## config.mk

```make
export PLATFORM = sky130hd
export DESIGN_NAME = seg_scan_driver
export DESIGN_NICKNAME = d
export VERILOG_FILES = /design/src/rtl/seg_pkg.sv /design/src/rtl/bcd_to_seg.sv /design/src/rtl/seg_scan_driver.sv
export SDC_FILE = /design/constraint.sdc
export NUM_CORES = 1
export LEC_CHECK = 0
export ABC_AREA = 1
export CORE_MARGIN = 3
export CORE_UTILIZATION = 55
export DETAILED_ROUTE_END_ITERATION = 8
export PLACE_DENSITY = 0.85
export SETUP_SLACK_MARGIN = 0.02
export SKIP_CTS_REPAIR_TIMING = 1
export SLEW_MARGIN = 25
export SYNTH_ARGS = -nofsm -noshare
export SYNTH_HDL_FRONTEND = slang
export SYNTH_SLANG_ARGS = --single-unit
export TNS_END_PERCENT = 100
```

## constraint.sdc

```tcl
create_clock -name clk -period 2.03 [get_ports clk]
set_input_delay 0.3045 -clock clk [delete_from_list [all_inputs] [get_ports clk]]
set_output_delay 0.3045 -clock clk [all_outputs]
set_load 0.03 [all_outputs]
```

## src/rtl/seg_pkg.sv

```systemverilog
// Shared constants for the stopwatch display path: segment width, active-low
// glyph codes {g,f,e,d,c,b,a}, and the BCD-to-glyph lookup.
package seg_pkg;

    localparam int SEG_W = 7;

    localparam logic [SEG_W-1:0] SEG_0     = 7'h40;
    localparam logic [SEG_W-1:0] SEG_1     = 7'h79;
    localparam logic [SEG_W-1:0] SEG_2     = 7'h24;
    localparam logic [SEG_W-1:0] SEG_3     = 7'h30;
    localparam logic [SEG_W-1:0] SEG_4     = 7'h19;
    localparam logic [SEG_W-1:0] SEG_5     = 7'h12;
    localparam logic [SEG_W-1:0] SEG_6     = 7'h02;
    localparam logic [SEG_W-1:0] SEG_7     = 7'h78;
    localparam logic [SEG_W-1:0] SEG_8     = 7'h00;
    localparam logic [SEG_W-1:0] SEG_9     = 7'h10;
    localparam logic [SEG_W-1:0] SEG_DASH  = 7'h3F;
    localparam logic [SEG_W-1:0] SEG_BLANK = 7'h7F;

    // Codes 10-15 are not valid BCD and render as a lone dash.
    function automatic logic [SEG_W-1:0] bcd2seg(input logic [3:0] bcd);
        logic [SEG_W-1:0] glyph;
        case (bcd)
            4'd0:    glyph = SEG_0;
            4'd1:    glyph = SEG_1;
            4'd2:    glyph = SEG_2;
            4'd3:    glyph = SEG_3;
            4'd4:    glyph = SEG_4;
            4'd5:    glyph = SEG_5;
            4'd6:    glyph = SEG_6;
            4'd7:    glyph = SEG_7;
            4'd8:    glyph = SEG_8;
            4'd9:    glyph = SEG_9;
            default: glyph = SEG_DASH;
        endcase
        return glyph;
    endfunction

endpackage

```

## src/rtl/bcd_to_seg.sv

```systemverilog
// Combinational BCD digit to active-low 7-segment glyph decoder.
module bcd_to_seg
    import seg_pkg::*;
(
    input  logic [3:0]       bcd,
    output logic [SEG_W-1:0] seg
);

    assign seg = bcd2seg(bcd);

endmodule

```

## src/rtl/seg_scan_driver.sv

```systemverilog
// Time-multiplexed common-anode 7-segment scanner with a once-per-frame digit snapshot.
// Optional build macro LEADING_ZERO_BLANK_EN blanks leading zero digits (digit 0 always shown).
module seg_scan_driver
    import seg_pkg::*;
#(
    parameter int DIGITS      = 4,
    parameter int REFRESH_DIV = 100000
) (
    input  logic                clk,
    input  logic                rst_n,
    input  logic [4*DIGITS-1:0] digits,
    input  logic [DIGITS-1:0]   dp_mask,
    output logic [DIGITS-1:0]   an,
    output logic [SEG_W-1:0]    seg,
    output logic                dp,
    output logic                frame_tick
);

    localparam int CNT_W = $clog2(REFRESH_DIV);
    localparam int IDX_W = $clog2(DIGITS);
    localparam logic [CNT_W-1:0] PRESC_LAST = CNT_W'(REFRESH_DIV - 1);
    localparam logic [IDX_W-1:0] IDX_LAST   = IDX_W'(DIGITS - 1);

    logic [CNT_W-1:0] presc_reg;
    logic [IDX_W-1:0] idx_reg;
    logic [3:0]       shadow_reg [DIGITS];
    logic [DIGITS-1:0] shadow_dp_reg;

    logic [DIGITS-1:0] an_reg;
    logic [SEG_W-1:0]  seg_reg;
    logic              dp_reg;
    logic              frame_tick_reg;

    logic              slot_tick;
    logic              frame_wrap;
    logic [3:0]        cur_digit;
    logic [SEG_W-1:0]  cur_glyph;
    logic              blank_cur;

    assign slot_tick  = (presc_reg == PRESC_LAST);
    assign frame_wrap = slot_tick && (idx_reg == IDX_LAST);

    always_ff @(posedge clk or negedge rst_n) begin
        if (!rst_n) begin
            presc_reg     <= '0;
            idx_reg       <= '0;
            shadow_dp_reg <= '0;
            for (int i = 0; i < DIGITS; i++) begin
                shadow_reg[i] <= '0;
            end
        end else begin
            presc_reg <= slot_tick ? '0 : presc_reg + CNT_W'(1);
            if (slot_tick) begin
                idx_reg <= (idx_reg == IDX_LAST) ? '0 : idx_reg + IDX_W'(1);
            end
            // Snapshot only at the frame boundary so a counter carry never tears a frame.
            if (frame_wrap) begin
                shadow_dp_reg <= dp_mask;
                for (int i = 0; i < DIGITS; i++) begin
                    shadow_reg[i] <= digits[4*i +: 4];
                end
            end
        end
    end

    assign cur_digit = shadow_reg[idx_reg];

    bcd_to_seg u_bcd_to_seg (
        .bcd (cur_digit),
        .seg (cur_glyph)
    );

`ifdef LEADING_ZERO_BLANK_EN
    // lead_zero[i]: digit i and every more significant digit are zero.
    logic [DIGITS-1:0] lead_zero;

    assign lead_zero[DIGITS-1] = (shadow_reg[DIGITS-1] == 4'd0);
    for (genvar gi = 0; gi < DIGITS - 1; gi++) begin : g_lead_zero
        assign lead_zero[gi] = (shadow_reg[gi] == 4'd0) && lead_zero[gi+1];
    end

    assign blank_cur = (idx_reg != '0) && lead_zero[idx_reg];
`else
    assign blank_cur = 1'b0;
`endif

    always_ff @(posedge clk or negedge rst_n) begin
        if (!rst_n) begin
            an_reg         <= '1;
            seg_reg        <= SEG_BLANK;
            dp_reg         <= 1'b1;
            frame_tick_reg <= 1'b0;
        end else begin
            an_reg         <= ~(DIGITS'(1) << idx_reg);
            seg_reg        <= blank_cur ? SEG_BLANK : cur_glyph;
            dp_reg         <= ~shadow_dp_reg[idx_reg];
            frame_tick_reg <= frame_wrap;
        end
    end

    assign an         = an_reg;
    assign seg        = seg_reg;
    assign dp         = dp_reg;
    assign frame_tick = frame_tick_reg;

endmodule
```

# Word level (Yosys, flattened, before mapping)
# Memories as Yosys holds them, arrays and structs flattened. A register that Yosys moved wholly into a read port is not among the register bits.
# Index checks and enable logic that the tools add are counted.
[word_totals]
mem_bits_ro = 112
n_memories = 1
reg_bits = 45
output_inout_bits = 13
wordCells = 30
in_bits = 22
[mem_list]
columns = ["name", "depth", "word_bits", "read_ports", "rd_ports_with_merged_regs", "wr", "line", "text"]
rows = [
  ["(no name shown)", 16, 7, 1, 1, 0, "seg_pkg.sv:23", "case (bcd)"],
]
[classes]
magnitude_cmp = 2
n_mux = 7
n_eq_ne = 2
n_bitwise = 3
shift = 1
n_reduce_logical = 2
addsub = 2
[ops]
columns = ["operator", "count"]
rows = [
  ["17-bit by 1-bit adder with 17-bit output (second input constant)", 1],
  ["17-bit equality test (second input constant)", 1],
  ["17-bit 2-to-1 mux", 1],
  ["4-bit binary-select mux with 2-bit select", 1],
  ["4-bit 2-to-1 mux", 2],
  ["4-bit NOT", 1],
  ["1-bit by 2-bit << shifter with 4-bit output (first input constant)", 1],
  ["3-bit >= comparator (second input constant)", 1],
  ["2-bit by 3-bit < comparator with 1-bit output (second input constant)", 1],
  ["2-bit NOT with 3-bit output", 1],
  ["2-bit by 1-bit adder with 2-bit output (second input constant)", 1],
  ["1-bit binary-select mux with 2-bit select", 1],
  ["2-bit equality test (second input constant)", 1],
  ["2-bit 2-to-1 mux", 1],
  ["1-bit logical AND", 1],
  ["1-bit logical NOT", 1],
  ["1-bit 2-to-1 mux", 1],
  ["1-bit NOT", 1],
]

# Logic depth before layout (Yosys ltp)
# Gate-level depths: netlist of the first run.
[logic_depth]
ltp_word = 4
ltp_mapped = 11
depth_no_buf = 10

# Hierarchy
# From an unflattened synthesis of the first run, not the netlist that was laid out.
[unflattened]
cells_unflattened = 329
hier_area_um2 = 2692.6
[modules_own_cells]
columns = ["mod", "area_each_um2", "seq_area_each_um2", "instances", "cells_per_inst"]
rows = [
  ["seg_scan_driver", 2506.2, 1316.3, 1, 294],
  ["bcd_to_seg", 186.4, 0.0, 1, 35],
]

# Worst setup path before layout of the first run
# Ideal clock, no wire load.
[synth_timing]
path_type = "reg-to-reg"
start = "reg idx_reg[0]"
end = "reg seg_reg[3] (netlist: seg[3])"
setup_time_ns = 0.069
path_buffers = 1
t_required_ns = 1.961
path_stages_with_launch = 10
slack_ns = 0.586
t_arrival_ns = 1.375
period_less_slack_ns = 1.444
cell_sequence = "dfrtp_1 -> inv_2 -> buf_6 -> nand2_1 -> nand3_1 -> nand2_1 -> ha_1 -> inv_1 -> nor2_1 -> o21ai_2"
[synth_via]
elab_chain_len = 4
[synth_rtl]
columns = ["element", "line", "text"]
rows = [
  ["start: declaration", "seg_scan_driver.sv:25", "logic [IDX_W-1:0] idx_reg;"],
  ["start signal: assignment", "seg_scan_driver.sv:54", "idx_reg <= (idx_reg == IDX_LAST) ? '0 : idx_reg + IDX_W'(1);"],
  ["2-bit NOT with 3-bit output (implied by the code)", "seg_scan_driver.sv:66", "assign cur_digit = shadow_reg[idx_reg];"],
  ["4-bit binary-select mux with 2-bit select", "seg_scan_driver.sv:66", ""],
  ["4-bit 2-to-1 mux (implied by the code) (2 in series)", "seg_scan_driver.sv:66", ""],
  ["end: declaration", "seg_scan_driver.sv:30", "logic [SEG_W-1:0] seg_reg;"],
]
# No other way between the ends. The select of a mux whose other input is x is not followed.
# A chain may end at the register's enable or synchronous reset.

# Final worst setup path of the first run
[layout_timing]
start = "reg dp_reg (netlist: dp)"
end = "out dp"
[layout_lines]
columns = ["element", "line", "text"]
rows = [
  ["start: declaration", "seg_scan_driver.sv:31", "logic dp_reg;"],
  ["start signal: assignment", "seg_scan_driver.sv:96", "dp_reg <= ~shadow_dp_reg[idx_reg];"],
  ["end: declaration", "seg_scan_driver.sv:15", "output logic dp,"],
]
# No word-level cell between the ends.

==> impl_metrics.py, run 1 <==
metrics = {
    "setup_path": {
        "critPathTopFamily": "buffers and inverters",
        "arrival_ns": 1.51,
        "worst-setup-path-type": "reg -> out",
        "cp_slowest_stage_delay_ns": 0.66,
        "crit_buf_inv": 1,
        "worst-path-stages": 1,
        "r2r_slack_ns": 0.28,
        "reg2regPathDepth": 8,
        "critPathSlowestCell": "clkdlybuf4s50_1",
        "cp.required_ns": 1.73,
        "r2r_start": "idx_reg[0]",
        "reg2reg_to": "seg[3]",
        "worst_setup_path_end_kind": "output pin",
        "critical_path.cell_chain": "clkdlybuf4s50_1",
        "crit_fanout": 1,
        "critPathLaunchType": "flop",
    },
    "power": {
        "leakagePower_uw": 0.00158,
        "vdd_drop_max_v": 0.000390,
        "powerDensity_nw_per_um2": 534,
        "finalPower_uw": 1750,
    },
    "yosys": {
        "synth-xor-area-share": 0.0251,
        "synth_top_family_by_area": "simple AND/OR/NAND/NOR gates",
        "ys.warnings.count": 0,
        "yosys.area_share.simple": 0.339,
        "yosys.cell_types.count": 29,
        "synth_seq_cells": 52,
        "seq_area_frac_synth": 0.471,
        "synth_compound_area_frac": 0.0260,
        "synth_mux_area_frac": 0.00806,
        "synthAdderAreaFrac": 0.0492,
        "syn_area_sq_um": 2800,
        "netlist_instances": 330,
        "syn-num-nets": 363,
        "syn_area_per_cell_sq_um": 8.47,
    },
    "sta": {
        "timing.fmax_mhz": 552,
        "setup_viol": 0,
        "slew_headroom": 0.729,
        "worstMarginPinSlew_ns": 0.406,
        "fin_skew_ns": 0.00871,
        "fin_crit_ns": 1.81,
        "rsz0062_at_grt": "no",
        "period_share": 0.892,
        "finalSetupTns_ns": 0,
        "timing_hold_violations_final": 0,
        "maxSlewViolCount": 0,
    },
    "global_routing": {
        "antenna_found_initial": 0,
        "grt_pass1_wl_mm": 9.65,
        "grt-ovfl-total": 0,
        "grt_pass1_vias": 2141,
        "grt_max_degree": 53,
        "grt.total_usage": 0.203,
    },
    "cells_and_area": {
        "syn2layout_area_growth_pct": 17.3,
        "nNetsFinal": 399,
        "stdcell_area_sq_um": 3280,
        "multi_input_area_sq_um": 1250,
        "nFillCells": 408,
        "insertedDiodeCount": 0,
        "drive_gt1_frac": 0.158,
        "largest_register_ffs": 17,
        "seqCellArea_sq_um": 1320,
    },
    "cts": {
        "clkLatencyLatePin_ns": 0.31,
        "numCtsBuffers": 5,
        "cts_root_buf": "clkbuf_8",
        "clk_pin_slew_ns": 0.09,
        "clock_tree.buffer_depth": 2,
        "cts-htree-levels": 2,
        "cts_sinks": 52,
        "cts_tree": "built",
    },
    "drt": {
        "final_antenna_net_count": 0,
        "routedWlPerCell_um": 12.9,
        "vias": 2288,
        "firstDrtPassIters": 4,
        "drc": 0,
        "drt_iter0_markers": 133,
        "viasPerCell": 5.27,
        "wl_mm": 5.62,
    },
    "worst_hold_path": {
        "hold_start": "presc_reg[0]",
        "hold_path.class": "reg -> reg",
        "hold_path_end": "presc_reg[0]",
        "whs_path_depth": 1,
    },
    "place": {
        "place_congestion": 0.843,
        "portBuffers": 34,
        "dpl_cell_area_sq_um": 3170,
        "place_hpwl_mm": 4.01,
    },
    "status": {
        "status": "finished clean",
    },
    "die": {
        "io_pins": 35,
        "coreArea_sq_um": 4820,
        "rows": 25,
        "die_h_um": 77.3,
        "start_util": 0.580,
        "fp.dieW_um": 77.3,
        "die-area_sq_um": 5970,
    },
    "flow_run": {
        "drv_cap": 0,
    },
}
[per-stage QoR]
step           instances  utilization  hold slack (ns)  setup WS (ns)
3_3_place_gp         425        0.658            0.313          0.359
5_1_grt              434        0.681            0.484          0.136
2_1_floorplan        330            -          0.00891          0.586
3_5_place_dp         425        0.658            0.325          0.282
6_report             434        0.681            0.468          0.219
4_1_cts              433        0.678          -0.0188          0.208
[synthesized netlist by cell type]
cell / n / area (sq um)
a21oi_1: 2 / 10.0
buf_6: 5 / 56.3
nand2_1: 106 / 398
ha_1: 11 / 138
xor2_1: 7 / 61.3
nand2_2: 8 / 50.1
nor2_4: 1 / 11.3
nand4_1: 24 / 150
dfrtp_1: 40 / 1000
nor2_8: 2 / 40.0
buf_2: 2 / 10.0
nand4_4: 1 / 21.3
inv_1: 26 / 97.6
nor3_1: 2 / 10.0
o21ai_2: 4 / 35.0
dfstp_2: 12 / 315
xnor2_1: 1 / 8.76
o21ai_1: 1 / 5.00
o21ai_0: 1 / 5.00
nand2_4: 2 / 22.5
a32o_1: 1 / 10.0
nor2_2: 2 / 12.5
inv_2: 11 / 41.3
nor2_1: 34 / 128
nand3_1: 17 / 85.1
nand3_2: 2 / 20.0
o21bai_1: 1 / 7.51
buf_4: 3 / 22.5
mux2i_4: 1 / 22.5
[how the worst max path moves through the flow]
| stage | endpoint | slack, ns | from |
|---|---|---|---|
| 2_1_floorplan | seg[3] | 0.59 | idx_reg[0] |
| 3_3_place_gp | seg[3] | 0.36 | idx_reg[0] |
| 3_5_place_dp | seg[3] | 0.28 | idx_reg[0] |
| 4_1_cts | seg[5] | 0.21 | seg[5] |
| 5_1_grt | seg[4] | 0.14 | idx_reg[0] |
| 6_report | dp | 0.22 | dp |
[per-layer routing]
metal | vias up | track usage | part of all wire
li1 | 1109 | - | -
met1 | 1094 | 0.273 | 0.45
met2 | 73 | 0.322 | 0.48
met3 | 12 | 0.0423 | 0.054
met4 | 0 | 0.0783 | 0.019
met5 | - | 0 | 0
[cells in the final DEF, fill, tap and decap left out]
cell type	count
nand2_1	106
dfrtp_1	40
nor2_1	34
clkdlybuf4s50_1	33
inv_1	26
nand4_1	24
nand3_1	17
dfstp_2	12
inv_2	11
ha_1	11
nand2_2	8
xor2_1	7
clkbuf_8	7
o21ai_2	4
buf_4	3
nand3_2	2
nand2_4	2
nor2_8	2
nor2_2	2
nor3_1	2
a21oi_1	2
mux2i_4	1
o21bai_1	1
nor2_4	1
o21ai_1	1
xnor2_1	1
a32o_1	1
o21ai_0	1
nand4_4	1
clkbuf_1	1
dlygate4sd3_1	1
buf_2	1
buf_12	1
[cells by family after synthesis]
logic type	after synthesis
buffers and inverters	47
multiplexers	1
AO/OA/AOI/OAI	10
XOR/XNOR	8
AND/OR/NAND/NOR	201
adder cells (fa/ha/maj)	11
flip-flops	52
[report_power, final]
group | internal [uW] | switching (uW) | leakage [uW]
Clock | 312 | 338 | 0.0000515
Combinational | 39.3 | 26.1 | 0.000963
Sequential | 1040 | 0 | 0.000566
[area by class of cell]
type,count,share of cell area
flip-flops and latches,52,0.402
multi-input cells,231,0.382
repair buffers,39,0.118
inverters,37,0.0424
clock buffers,8,0.0305
well taps,67,0.0256
No activity file was read; power rests on OpenSTA's default activity.
==> run 2, diff against run 1 <==
--- a/config.mk
+++ b/config.mk
@@ -5,11 +5,11 @@
 export SDC_FILE = /design/constraint.sdc
 export NUM_CORES = 1
 export LEC_CHECK = 0
-export ABC_AREA = 1
 export CORE_MARGIN = 3
-export CORE_UTILIZATION = 55
+export CORE_UTILIZATION = 54
 export DETAILED_ROUTE_END_ITERATION = 8
 export PLACE_DENSITY = 0.85
+export REMOVE_ABC_BUFFERS = 1
 export SETUP_SLACK_MARGIN = 0.02
 export SKIP_CTS_REPAIR_TIMING = 1
 export SLEW_MARGIN = 25
==> run 2 against run 1 <==
  * Total power rose by 20%
  * Non-clock buffer count increased by 8
  * Synthesized area shrank 11%
  * Global-route usage decreased by 1.5 points
  * Synthesized cell count fell by 42%
  * Critical endpoint is now idx_reg[0]
==> impl_metrics.py, run 2 <==
metrics = {
    "status": {
        "status": "finished clean",
    },
    "sta": {
        "worstMarginPinSlew_ns": 0.629,
        "period_share": 0.996,
        "maxSlewViolCount": 0,
        "slew_headroom": 0.581,
        "timing.fmax_mhz": 494,
        "fin_crit_ns": 2.02,
        "setup_viol": 0,
        "timing_hold_violations_final": 0,
        "fin_skew_ns": 0.0114,
        "rsz0062_at_grt": "yes",
    },
    "cells_and_area": {
        "drive_gt1_frac": 0.266,
        "final_common_cell": "dfrtp_1",
        "seqCellArea_sq_um": 1320,
        "insertedDiodeCount": 0,
        "nNetsFinal": 273,
        "syn2layout_area_growth_pct": 24.6,
        "fin_cells": 293,
        "mostFrequentLayoutCells": "40 x dfrtp_1, 33 x clkdlybuf4s50_1, 20 x mux2_4, 13 x nor2_1, 13 x nand2_1",
        "largest_register_ffs": 17,
        "multi_input_area_sq_um": 1100,
        "nFillCells": 303,
        "stdcell_area_sq_um": 3100,
    },
    "worst_hold_path": {
        "hold_path.class": "in -> async",
    },
    "drt": {
        "wl_mm": 4.83,
        "vias": 1650,
        "final_antenna_net_count": 0,
        "viasPerCell": 5.63,
        "drt_iter0_markers": 87,
        "firstDrtPassIters": 4,
        "drc": 0,
        "routedWlPerCell_um": 16.5,
    },
    "yosys": {
        "yosysTopAreaCell": "dfrtp_1",
        "netlist_instances": 191,
        "synth-edff-count": 0,
        "syn_area_sq_um": 2490,
        "syn_area_per_cell_sq_um": 13.0,
        "synth_seq_cells": 52,
        "ys.warnings.count": 0,
        "seq_area_frac_synth": 0.529,
        "yosys-top-cells-count": "40 x dfrtp_1, 20 x mux2_4, 13 x nand2_1, 13 x nor2_1, 12 x dfstp_2",
        "yosys.cell_types.count": 36,
        "synth_top_area_share": 0.402,
        "synthArstFlopShare": 1.00,
        "ys.flop_type": "dfrtp_1",
        "synth_area_leaders": "dfrtp_1 40%, dfstp_2 13%, mux2_4 12%",
        "synth_most_common_cell": "dfrtp_1",
    },
    "setup_path": {
        "critical_path.cell_chain": "or4_4 -> or4b_4 -> nor3_4 -> o21ai_0",
        "critPathSlowestCell": "or4_4",
        "crit_fanout": 7,
        "cp.required_ns": 2.22,
        "cp_slowest_stage_delay_ns": 0.57,
        "worst-setup-path-type": "reg -> reg",
        "worst_setup_path_end_kind": "flop",
        "critPathLaunchType": "flop",
        "arrival_ns": 2.21,
    },
    "cts": {
        "cts_tree": "built",
        "clock_tree.buffer_depth": 2,
        "cts-htree-levels": 2,
        "clk_pin_slew_ns": 0.09,
        "numCtsBuffers": 5,
        "cts_root_buf": "clkbuf_8",
        "clkLatencyLatePin_ns": 0.31,
        "cts_sinks": 52,
    },
    "power": {
        "leakagePower_uw": 0.00138,
        "vdd_drop_max_v": 0.000415,
        "powerDensity_nw_per_um2": 680,
    },
    "global_routing": {
        "antenna_found_initial": 0,
        "grt_pass1_vias": 1620,
        "grt.total_usage": 0.189,
        "grt-ovfl-total": 0,
        "grt_max_degree": 53,
        "grt_pass1_wl_mm": 7.80,
    },
    "die": {
        "io_pins": 35,
        "die-area_sq_um": 5460,
        "coreArea_sq_um": 4410,
        "rows": 24,
        "fp.dieW_um": 73.9,
        "start_util": 0.564,
        "die_h_um": 73.9,
    },
    "place": {
        "portBuffers": 34,
        "place_hpwl_mm": 3.42,
        "place_congestion": 0.808,
        "dp_cells": 285,
        "dpl_cell_area_sq_um": 2970,
    },
    "flow_run": {
        "drv_cap": 0,
    },
}
==> run 2: cell types whose count changed after synthesis, sizes merged, moves of 5 or more <==
| cell | change |
|---|---|
| mux2 | +20 |
| mux4 | +5 |
| inv | -26 |
| nand3 | -12 |
| buf | -7 |
| nand2 | -102 |
| xor2 | -5 |
| nor2 | -26 |
| nand4 | -21 |
| xnor2 | +10 |
==> run 2: metrics by stage <==
step                      power (uW)  hold slack, ns  worst slack [ns]   util  setup TNS [ns]
final                           2110          0.0923           0.00736  0.703               0
after floorplan                 1200         0.00891            -0.180      -           -3.60
after global placement          1300           0.444            0.0794  0.672               0
after CTS                       2130           0.119           -0.0193  0.702         -0.0193
after global routing            2180           0.139           -0.0542  0.703          -0.907
after detailed placement        1300           0.452           0.00507  0.672               0
==> run 2: kinds of logic after synthesis <==
| kind of cell | synth area share |
|---|---|
| DFF | 0.529 |
| muxes | 0.166 |
| buffers and inverters | 0.0307 |
| adders and majority gates | 0.0553 |
| xor gates and xnor gates | 0.0457 |
| and+or+nand+nor | 0.131 |
| AOI/OAI and AO/OA | 0.0427 |
==> run 2: critical path: cells and delay by family, from the launching register on <==
family          cells  cell delay (ns)
simple gates        3             1.40
flops               1             0.41
compound gates      1             0.11
==> run 2: power breakdown <==
part | leakage (uW) | switching, uW | internal, uW
Clock | 0.0000654 | 334 | 493
Combinational | 0.000688 | 87.1 | 102
Sequential | 0.000624 | 17.1 | 1080
Total | 0.00138 | 438 | 1670
==> run 2: worst paths after layout <==
path	startpoint	end	slack (ns)	depth (start not counted)
worst max-delay path	presc_reg[11]	idx_reg[0]	0.007	4
worst min-delay path	rst_n	shadow_dp_reg[2]	0.09	2
worst max register to register	presc_reg[11]	idx_reg[0]	0.007	4
worst min register to register	presc_reg[0]	presc_reg[0]	0.48	1
max in group asynchronous	rst_n	presc_reg[0]	1.50	2
min in group clk	presc_reg[0]	presc_reg[0]	0.48	1
==> run 2: area by class of cell <==
class / count / area share
Clock buffer: 6 / 0.0234
Inverter: 11 / 0.0133
Clock inverter: 2 / 0.0194
Multi-Input combinational cell: 123 / 0.355
Timing Repair Buffer: 47 / 0.144
Sequential cell: 52 / 0.424
Tap cell: 52 / 0.0210
==> run 2: routing by layer <==
layer | GRT usage | routed length (um) | up-vias
met5 | 0 | 0 | -
met4 | 0.0503 | 31 | 0
met3 | 0.0424 | 248 | 4
met2 | 0.319 | 2450 | 41
met1 | 0.245 | 2090 | 838
li1 | - | - | 767
==> run 3, diff against run 2 <==
--- a/config.mk
+++ b/config.mk
@@ -8,6 +8,7 @@
 export CORE_MARGIN = 3
 export CORE_UTILIZATION = 54
 export DETAILED_ROUTE_END_ITERATION = 8
+export GPL_TIMING_DRIVEN = 1
 export PLACE_DENSITY = 0.85
 export REMOVE_ABC_BUFFERS = 1
 export SETUP_SLACK_MARGIN = 0.02
==> results of run 3 <==
Same layout as run 2: the final DEF is identical, and so are final timing and power.
